### config.mk
export PLATFORM = sky130hd
export DESIGN_NAME = vga_timing_gen
export DESIGN_NICKNAME = d
export VERILOG_FILES = /design/src/rtl/vga_timing_gen_pkg.sv /design/src/rtl/vga_timing_gen_axis_counter.sv /design/src/rtl/vga_timing_gen.sv
export SDC_FILE = /design/constraint.sdc
export NUM_CORES = 1
export LEC_CHECK = 0
export ABC_CLOCK_PERIOD_IN_PS = 9780
export BUFFER_PORTS_ARGS = -buffer_cell sky130_fd_sc_hd__buf_2
export CORE_MARGIN = 5
export CORE_UTILIZATION = 25
export CTS_CLUSTER_DIAMETER = 100
export DETAILED_ROUTE_END_ITERATION = 8
export GPL_ROUTABILITY_DRIVEN = 0
export SYNTH_ARGS = -nofsm -noshare
export SYNTH_HDL_FRONTEND = slang
export SYNTH_SLANG_ARGS = --single-unit
export TNS_END_PERCENT = 10
### constraint.sdc
create_clock -name Clk -period 9.78 [get_ports Clk]
set_input_delay 0 -clock Clk [delete_from_list [all_inputs] [get_ports Clk]]
set_output_delay 0 -clock Clk [all_outputs]
set_load 0.05 [all_outputs]
### src/rtl/vga_timing_gen_pkg.sv
// Shared definitions for the VGA timing generator.
//   phase_e    : per-axis phase encoding (ACTIVE, FRONT, SYNC, BACK, plus INIT
//                which is held only while in reset and during the cycle
//                immediately after reset is released)
//   next_phase : successor of a phase in the order ACTIVE -> FRONT -> SYNC ->
//                BACK -> ACTIVE. Zero-length phases are skipped, so a single
//                transition can pass over several empty phases.
package vga_timing_gen_pkg;

    typedef enum logic [2:0] {
        PH_ACTIVE = 3'd0,
        PH_FRONT  = 3'd1,
        PH_SYNC   = 3'd2,
        PH_BACK   = 3'd3,
        PH_INIT   = 3'd4
    } phase_e;

    // ACTIVE is never skipped because its length is clamped to at least 1.
    function automatic phase_e next_phase(input phase_e cur,
                                          input logic   fp_nz,
                                          input logic   sp_nz,
                                          input logic   bp_nz);
        phase_e nxt;
        case (cur)
            PH_ACTIVE: nxt = fp_nz ? PH_FRONT : (sp_nz ? PH_SYNC : (bp_nz ? PH_BACK : PH_ACTIVE));
            PH_FRONT:  nxt = sp_nz ? PH_SYNC : (bp_nz ? PH_BACK : PH_ACTIVE);
            PH_SYNC:   nxt = bp_nz ? PH_BACK : PH_ACTIVE;
            default:   nxt = PH_ACTIVE;
        endcase
        return nxt;
    endfunction

endpackage

### src/rtl/vga_timing_gen_axis_counter.sv
// One timing axis: phase FSM plus in-phase counter. The H axis advances on
// every cycle; the V axis advances once per line.
// Ports:
//   clk, rst            clock, asynchronous active-high reset (returns to INIT)
//   advance             step the axis by one unit this cycle
//   len_act/fp/sp/bp    phase lengths (ACTIVE length 0 is treated as 1)
//   phase_nxt           phase the axis enters after this clock edge
//   coord_nxt           coordinate after this edge (0 outside ACTIVE)
//   wrap                this is the final unit of the axis period
// The next-state values are exported so that the parent can register its
// outputs in the same cycle in which the axis state changes.
module vga_timing_gen_axis_counter
    import vga_timing_gen_pkg::*;
#(
    parameter int W = 11
) (
    input  logic         clk,
    input  logic         rst,
    input  logic         advance,
    input  logic [W-1:0] len_act,
    input  logic [W-1:0] len_fp,
    input  logic [W-1:0] len_sp,
    input  logic [W-1:0] len_bp,
    output phase_e       phase_nxt,
    output logic [W-1:0] coord_nxt,
    output logic         wrap
);

    phase_e       phase;
    logic [W-1:0] cnt;
    logic [W-1:0] cnt_nxt;
    logic [W-1:0] cur_len;
    phase_e       nxt;

    always_comb begin
        case (phase)
            PH_ACTIVE: cur_len = (len_act == '0) ? W'(1) : len_act;
            PH_FRONT:  cur_len = len_fp;
            PH_SYNC:   cur_len = len_sp;
            default:   cur_len = len_bp;
        endcase

        nxt     = phase;
        cnt_nxt = cnt;
        wrap    = 1'b0;
        if (phase == PH_INIT) begin
            nxt     = PH_ACTIVE;
            cnt_nxt = '0;
        end else if (advance) begin
            if (cnt == cur_len - W'(1)) begin
                nxt     = next_phase(phase, len_fp != '0, len_sp != '0, len_bp != '0);
                cnt_nxt = '0;
                // Returning to ACTIVE ends the period, whichever phase was last.
                wrap    = (nxt == PH_ACTIVE);
            end else begin
                cnt_nxt = cnt + W'(1);
            end
        end

        phase_nxt = nxt;
        coord_nxt = (nxt == PH_ACTIVE) ? cnt_nxt : '0;
    end

    always_ff @(posedge clk or posedge rst) begin
        if (rst) begin
            phase <= PH_INIT;
            cnt   <= '0;
        end else begin
            phase <= phase_nxt;
            cnt   <= cnt_nxt;
        end
    end

endmodule

### src/rtl/vga_timing_gen.sv
// VGA timing generator. Produces sync, display enable and pixel coordinates
// from timing parameters. Parameters are captured into shadow registers, and
// the shadow registers change only at a frame boundary, so a frame is never
// torn.
// Ports:
//   Clk, Rst                 pixel clock, asynchronous active-high reset
//   Load_config              1-cycle strobe: the live timing inputs are valid
//   H_/V_front_porch         front porch (pixels / lines)
//   H_/V_back_porch          back porch
//   H_/V_sync_pulse          sync width
//   H_/V_count_max           active pixels / lines
//   Hsync, Vsync             active-low sync
//   Display_en               high while both axes are in ACTIVE
//   Pixel_x, Pixel_y         active coordinate, 0 outside ACTIVE
//   Frame_start              pulse on the first cycle of pixel (0,0)
//   Frame_count (optional)   present only when VGA_TIMING_FRAME_CNT_EN is
//                            defined; counts frames and wraps 255 -> 0
// All outputs are registered from the axis next-state values.
module vga_timing_gen
    import vga_timing_gen_pkg::*;
#(
    parameter int PORCH_WIDTH   = 8,
    parameter int PULSE_WIDTH   = 8,
    parameter int REZ_MAX_WIDTH = 11
) (
    input  logic                     Clk,
    input  logic                     Rst,
    input  logic                     Load_config,
    input  logic [PORCH_WIDTH-1:0]   H_front_porch,
    input  logic [PORCH_WIDTH-1:0]   H_back_porch,
    input  logic [PULSE_WIDTH-1:0]   H_sync_pulse,
    input  logic [REZ_MAX_WIDTH-1:0] H_count_max,
    input  logic [PORCH_WIDTH-1:0]   V_front_porch,
    input  logic [PORCH_WIDTH-1:0]   V_back_porch,
    input  logic [PULSE_WIDTH-1:0]   V_sync_pulse,
    input  logic [REZ_MAX_WIDTH-1:0] V_count_max,
    output logic                     Hsync,
    output logic                     Vsync,
    output logic                     Display_en,
    output logic [REZ_MAX_WIDTH-1:0] Pixel_x,
    output logic [REZ_MAX_WIDTH-1:0] Pixel_y,
    output logic                     Frame_start
`ifdef VGA_TIMING_FRAME_CNT_EN
    ,
    output logic [7:0]               Frame_count
`endif
);

    localparam int RW = REZ_MAX_WIDTH;

    logic [PORCH_WIDTH-1:0] h_fp_sh, h_bp_sh, v_fp_sh, v_bp_sh;
    logic [PULSE_WIDTH-1:0] h_sp_sh, v_sp_sh;
    logic [RW-1:0]          h_act_sh, v_act_sh;
    logic                   primed;
    logic                   pending;

    phase_e        h_phase_nxt, v_phase_nxt;
    logic [RW-1:0] h_coord_nxt, v_coord_nxt;
    logic          h_wrap, v_wrap;
    logic          frame_last;
    logic          reload;

    // V only reports a wrap while it is being advanced, so this marks the
    // final cycle of the frame.
    assign frame_last = h_wrap & v_wrap;
    // A strobe on the final cycle itself still takes effect for the next frame.
    assign reload     = !primed || (frame_last && (pending || Load_config));

    vga_timing_gen_axis_counter #(.W(RW)) u_h_axis (
        .clk       (Clk),
        .rst       (Rst),
        .advance   (1'b1),
        .len_act   (h_act_sh),
        .len_fp    (RW'(h_fp_sh)),
        .len_sp    (RW'(h_sp_sh)),
        .len_bp    (RW'(h_bp_sh)),
        .phase_nxt (h_phase_nxt),
        .coord_nxt (h_coord_nxt),
        .wrap      (h_wrap)
    );

    vga_timing_gen_axis_counter #(.W(RW)) u_v_axis (
        .clk       (Clk),
        .rst       (Rst),
        .advance   (h_wrap),
        .len_act   (v_act_sh),
        .len_fp    (RW'(v_fp_sh)),
        .len_sp    (RW'(v_sp_sh)),
        .len_bp    (RW'(v_bp_sh)),
        .phase_nxt (v_phase_nxt),
        .coord_nxt (v_coord_nxt),
        .wrap      (v_wrap)
    );

    always_ff @(posedge Clk or posedge Rst) begin
        if (Rst) begin
            h_fp_sh     <= '0;
            h_bp_sh     <= '0;
            h_sp_sh     <= '0;
            h_act_sh    <= '0;
            v_fp_sh     <= '0;
            v_bp_sh     <= '0;
            v_sp_sh     <= '0;
            v_act_sh    <= '0;
            primed      <= 1'b0;
            pending     <= 1'b0;
            Hsync       <= 1'b1;
            Vsync       <= 1'b1;
            Display_en  <= 1'b0;
            Pixel_x     <= '0;
            Pixel_y     <= '0;
            Frame_start <= 1'b0;
        end else begin
            if (reload) begin
                h_fp_sh  <= H_front_porch;
                h_bp_sh  <= H_back_porch;
                h_sp_sh  <= H_sync_pulse;
                h_act_sh <= H_count_max;
                v_fp_sh  <= V_front_porch;
                v_bp_sh  <= V_back_porch;
                v_sp_sh  <= V_sync_pulse;
                v_act_sh <= V_count_max;
            end
            primed <= 1'b1;
            if (!primed || frame_last) begin
                pending <= 1'b0;
            end else if (Load_config) begin
                pending <= 1'b1;
            end

            Hsync       <= (h_phase_nxt != PH_SYNC);
            Vsync       <= (v_phase_nxt != PH_SYNC);
            Display_en  <= (h_phase_nxt == PH_ACTIVE) && (v_phase_nxt == PH_ACTIVE);
            Pixel_x     <= h_coord_nxt;
            Pixel_y     <= v_coord_nxt;
            Frame_start <= !primed || frame_last;
        end
    end

`ifdef VGA_TIMING_FRAME_CNT_EN
    // Advances together with each new frame, so it reads k throughout frame k.
    always_ff @(posedge Clk or posedge Rst) begin
        if (Rst) begin
            Frame_count <= 8'd0;
        end else if (frame_last) begin
            Frame_count <= Frame_count + 8'd1;
        end
    end
`endif

endmodule

==> flow_summary.json, run 1 <==
{
  "status": "finished, final reports clean",
  "start_util_pct": 25.4,
  "port_buffers": 98,
  "placed_area_um2": 7380,
  "timing.critical_path.buf_inv": 3,
  "root_buffer": "clkbuf_16",
  "yosysMostFrequentCell": "dfrtp_1",
  "powerDensity_nw_per_um2": 182,
  "cts.path.max_buffers": 2,
  "reg2reg_depth": 15,
  "path_class": "flip-flop to flip-flop",
  "synthTopCellsByCount": "dfrtp_1 (122), mux2_1 (70), nor2_1 (57), nand2_1 (31)",
  "htree_levels": 4,
  "row_count": 59,
  "post_cts_resized": 0,
  "cp_slowest_cell": "nor3_1",
  "layout-drive-gt1-share_pct": 20.2,
  "syn_inst": 616,
  "path_cells": "nor3_1, a41oi_1, a21oi_1, inv_1, ha_1, inv_1, a2111oi_1, and3_1, nor3_1, a31oi_1, nor4_1, nand4_1, o31ai_4, buf_4, mux2_1",
  "r2r-end": "v_act_sh[6]",
  "layout.nets": 852,
  "critPathMaxFanout": 70,
  "cts_setup_buffers": 0,
  "vias": 5193,
  "holdWs_ps": 199,
  "maxCapViolCount": 0,
  "dpl.hpwl_um": 12700,
  "max_stage_delay_ps": 960,
  "cp.depth": 15,
  "cp-endpoint": "v_act_sh[6]",
  "cp-end-kind": "flip-flop",
  "startpoint": "u_v_axis.phase[0]",
  "clk_latency_ps": 420,
  "antenna_found_initial": 0,
  "ys_top_cells_by_area": "dfrtp_1 (46%), mux2_1 (12%), nor2_1 (3.2%), xnor2_1 (3.2%), xor2_1 (3.0%)",
  "seq_area_frac_synth_pct": 47.6,
  "cts_made_buffers": 17,
  "ios": 99,
  "required_ps": 10080,
  "rsz0062_at_grt": "false",
  "synth_cell_types": 67,
  "synth_warnings": 0,
  "fin_area_um2": 8660,
  "die_h_um": 173,
  "wire_per_inst_um": 15.2,
  "r2r_start": "u_v_axis.phase[0]",
  "yosys.area.top_type": "dfrtp_1",
  "ys_ff_latch": 126,
  "cp_top_family": "simple AND/OR/NAND/NOR gates",
  "fmax_mhz": 176,
  "grt_pass1_wl_um": 27900,
  "min-delay-path-class": "input port to asynchronous set/reset pin",
  "synth_nets": 693,
  "postCtsHoldBufs": 72,
  "cts_tree": "done",
  "async_flop_share_pct": 100,
  "wirelength_um": 17000,
  "dieArea_um2": 29900,
  "drt-pass1-iter-count": 4,
  "drt-vias-per-instance": 4.63,
  "die_w_um": 173,
  "peakVddDrop_mv": 0.0863,
  "p_leak_nw": 3.79,
  "clk_pin_slew_worst_paths_ps": 50,
  "first_iter_violations": 237,
  "postRouteAntennaNets": 0,
  "gr-total-overflow": 0,
  "area_growth_pct": 30.6,
  "arrival_ps": 5980,
  "grt_use_total_pct": 11.3,
  "synth_edf_count": 0,
  "syn_area_per_cell_um2": 10.8,
  "hold_violations": 0,
  "num_antenna_cells": 0,
  "setup_viol": 0,
  "synth_flop_cell": "dfrtp_1",
  "netlist_area_um2": 6630,
  "slew_violations": 0,
  "total_power_w": 0.00157,
  "worst_pin_slew_ps": 1100,
  "layout_worst_path_cycle_share_pct": 58.1,
  "grt_start_max_net_pins": 86,
  "finalCriticalPeriod_ps": 5680,
  "grt_pass1_vias": 5153,
  "tns_ps": 0,
  "crit_path_start_kind": "flip-flop",
  "synth_top_area_share_pct": 46.0,
  "fin_worst_skew_ps": 15.6,
  "core-area_um2": 26100,
  "remaining_drc_errors": 0,
  "numClockSinks": 126,
  "rrSetupSlack_ps": 4100,
  "relSlewSlack_pct": 24.6
}
==> report_power, final <==
part,internal (W),leakage (nW),total (W),switching (W)
registers,0.000581,1.54,0.000638,0.0000577
clock network,0.000385,0.274,0.000605,0.000220
logic,0.000140,1.98,0.000331,0.000191
total,0.00111,3.79,0.00157,0.000468
==> how the worst min path moves through the flow <==
stage,endpoint,from,slack [ps],depth (start not counted)
final,u_h_axis.cnt[8],Rst,200,3
after global placement,Pixel_x[8],Rst,80,2
after detailed placement,Pixel_x[10],Rst,90,2
after global routing,Pixel_x[8],Rst,260,3
after floorplan,h_act_sh[0],H_count_max[0],130,1
after CTS,Pixel_x[1],Rst,210,3
==> layout make-up <==
class	count	area, µm²
Fill cell	2639	17400
Multi-Input combinational cell	445	3240
Sequential cell	126	3160
Timing Repair Buffer	173	1230
Clock buffer	24	472
Tap cell	335	419
Clock inverter	7	87.6
Inverter	12	47.5
==> worst reg2reg max path: cells and delay by family, from the launching register on <==
kind,cells,cell delay (ps)
AOI/OAI and AO/OA,5,1240
and+or+nand+nor,5,2080
adders and majority gates,1,230
DFF,1,660
muxes,1,450
buffers and inverters,3,880
==> stage by stage <==
step	utilization, %	std cells	setup slack (ps)
floorplan	-	616	6270
global placement	28.3	1019	4270
detailed placement	28.3	1019	4050
CTS	33.2	1122	4040
global route	33.2	1122	3540
finish	33.2	1122	4100
==> logic make-up after synthesis <==
logic type / synth area share (%)
adder cells (fa/ha/maj): 0.755
XOR/XNOR: 6.21
other: 0.0566
buffers and inverters: 3.49
flip-flops: 47.6
AO/OA/AOI/OAI: 9.38
AND/OR/NAND/NOR: 17.1
multiplexers: 15.4
==> cell usage in the layout, fill, tap and decap left out, types with 5 or more instances in the layout <==
cell type      netlist  final
a21oi_1             21     21
and3_1              13     13
buf_2                8     98
clkbuf_1            17      5
clkbuf_16            0     17
dfrtp_1            122    122
dlygate4sd3_1        0     72
inv_1               12     11
mux2_1              70     70
mux2_2               9      9
mux2i_1             13     13
nand2_1             31     31
nand2b_1             6      6
nand3_1             15     15
nand4_1             14     14
nor2_1              57     57
nor2b_1             10     10
nor3_1              24     24
nor4_1              17     17
o21ai_0             14     14
o22ai_1              5      5
xnor2_1             24     24
xor2_1              23     23
==> flip-flops by register name, summed over array words and instances, names as in the netlist <==
name	cells
Display_en	1
Frame_start	1
Hsync	1
Pixel_x	11
Pixel_y	11
Vsync	1
h_act_sh	11
h_bp_sh	8
h_fp_sh	8
h_sp_sh	8
pending	1
primed	1
u_h_axis.cnt	11
u_h_axis.phase	3
u_v_axis.cnt	11
u_v_axis.phase	3
v_act_sh	11
v_bp_sh	8
v_fp_sh	8
v_sp_sh	8
==> per-layer routing <==
layer	part of all wire [%]	wire [µm]	GRT usage, %
met5	0	0	0
met4	1.5	257	4.19
met3	4.0	679	2.49
met2	43	7300	16.4
met1	52	8800	16.6
No activity file was read; power rests on OpenSTA's default activity.
==> run 2, diff against run 1 <==
--- a/config.mk
+++ b/config.mk
@@ -5,7 +5,7 @@
 export SDC_FILE = /design/constraint.sdc
 export NUM_CORES = 1
 export LEC_CHECK = 0
-export ABC_CLOCK_PERIOD_IN_PS = 9780
+export ABC_CLOCK_PERIOD_IN_PS = 5300
 export BUFFER_PORTS_ARGS = -buffer_cell sky130_fd_sc_hd__buf_2
 export CORE_MARGIN = 5
 export CORE_UTILIZATION = 25
==> constraint.sdc (replaced) <==
create_clock -name Clk -period 5.3 [get_ports Clk]
set_input_delay 0 -clock Clk [delete_from_list [all_inputs] [get_ports Clk]]
set_output_delay 0 -clock Clk [all_outputs]
set_load 0.05 [all_outputs]
==> flow_summary.json, run 2 (synthesis results as in run 1) <==
{
  "die_h_um": 173,
  "grt_pass1_wl_um": 28400,
  "required_ps": 5600,
  "dieArea_um2": 29900,
  "cts_made_buffers": 17,
  "row_count": 59,
  "area_growth_pct": 31.8,
  "tns_ps": 0,
  "rrSetupSlack_ps": 830,
  "hold_violations": 0,
  "gr-total-overflow": 0,
  "clk_latency_ps": 430,
  "htree_levels": 4,
  "layout.nets": 857,
  "cp-end-kind": "flip-flop",
  "worst_pin_slew_ps": 955,
  "fin_ws_ps": 828,
  "root_buffer": "clkbuf_16",
  "dp.cells": 1024,
  "layout.cells.most_common": "dfrtp_1",
  "status": "finished, final reports clean",
  "layout_common_cells": "dfrtp_1 (122), buf_2 (98), dlygate4sd3_1 (72), mux2_1 (70), nor2_1 (57)",
  "vias": 5250,
  "finalCriticalPeriod_ps": 4470,
  "grt_use_total_pct": 11.6,
  "min-delay-path-class": "input port to asynchronous set/reset pin",
  "fin_cells": 1128,
  "fin_worst_skew_ps": 16.9,
  "remaining_drc_errors": 0,
  "maxCapViolCount": 0,
  "antenna_found_initial": 0,
  "numClockSinks": 126,
  "grt_pass1_vias": 5323,
  "layout_worst_path_cycle_share_pct": 84.4,
  "num_antenna_cells": 0,
  "drt-pass1-iter-count": 5,
  "core-area_um2": 26100,
  "die_w_um": 173,
  "arrival_ps": 4770,
  "grt_start_max_net_pins": 78,
  "cts.path.max_buffers": 2,
  "peakVddDrop_mv": 0.193,
  "wire_per_inst_um": 15.3,
  "path_class": "flip-flop to flip-flop",
  "ios": 99,
  "dpl.hpwl_um": 13000,
  "dp_slack_ps": 421,
  "rsz0062_at_grt": "false",
  "layout-drive-gt1-share_pct": 21.6,
  "critPathMaxFanout": 61,
  "relSlewSlack_pct": 36.4,
  "first_iter_violations": 293,
  "slew_violations": 0,
  "powerDensity_nw_per_um2": 337,
  "p_leak_nw": 3.83,
  "fillers": 2673,
  "postRouteAntennaNets": 0,
  "clk_pin_slew_worst_paths_ps": 60,
  "fmax_mhz": 224,
  "crit_path_start_kind": "flip-flop",
  "cts_setup_buffers": 0,
  "setup_viol": 0,
  "start_util_pct": 25.4,
  "cts_tree": "done",
  "port_buffers": 98,
  "drt-vias-per-instance": 4.65,
  "wirelength_um": 17200
}
## run 2: cell count changes in the layout (fill, tap and decap cells not counted), sizes merged
cell and delta:
buf +5, clkbuf -7, clkinv +1, clkinvlp +3, inv +4
## run 2: stage by stage
step	cell area, µm²	util, %	hold slack (ps)	power (W)
finish	8740	33.5	233	0.00294
global route	8740	33.5	327	0.00310
CTS	8740	33.5	254	0.00298
detailed placement	7430	28.5	134	0.00178
global placement	7430	28.5	132	0.00177
floorplan	6630	-	135	0.00161
## run 2: cell type report
type                    instances  area [µm²]  share of cell area [%]
well taps                     335         419                    4.80
flip-flops and latches        126        3160                    36.1
multi-input cells             445        3250                    37.1
inverters                      12        47.5                   0.544
clock inverters                15         161                    1.85
clock buffers                  17         425                    4.87
repair buffers                178        1280                    14.7
## run 2: metal layers
layer | GRT usage, % | vias to the layer above | routed length, µm | share of wire, %
met3 | 2.42 | 18 | 676 | 3.9
met1 | 16.6 | 2543 | 8660 | 50
met4 | 4.45 | 0 | 337 | 2.0
met5 | 0 | - | 0 | 0
met2 | 17.0 | 126 | 7550 | 44
li1 | - | 2563 | - | -
## run 2: worst paths after layout
check	depth (start not counted)	to	start
min	3	Pixel_y[4]	Rst
max	16	h_fp_sh[1]	u_v_axis.phase[1]
max reg2reg	16	h_fp_sh[1]	u_v_axis.phase[1]
min in group Clk	3	h_fp_sh[7]	H_front_porch[7]
max in group asynchronous	4	v_act_sh[3]	Rst
min reg2reg	1	v_act_sh[0]	v_act_sh[0]
## run 2: critical path: stages, from the launching register on
cell and delay [ps]:
dfrtp_1 560, nor3_2 620, a41oi_1 270, a21oi_1 440, inv_1 90, ha_1 230
inv_1 60, a2111oi_1 60, and3_1 210, nor3_1 170, a31oi_1 70, nor4_1 250
nand4_1 130, buf_4 210, o31ai_4 230, buf_12 330, mux2_1 370
## run 2: what timing repair did
action,CTS,global route
hold buffers,72,0
gates resized for setup,0,1
endpoints found under the hold margin,119,0
setup endpoints to repair,0,54
## run 2: report_power, final
group | internal, W | switching (W)
combinational | 0.000263 | 0.000351
clock | 0.000696 | 0.000451
sequential | 0.00107 | 0.000109
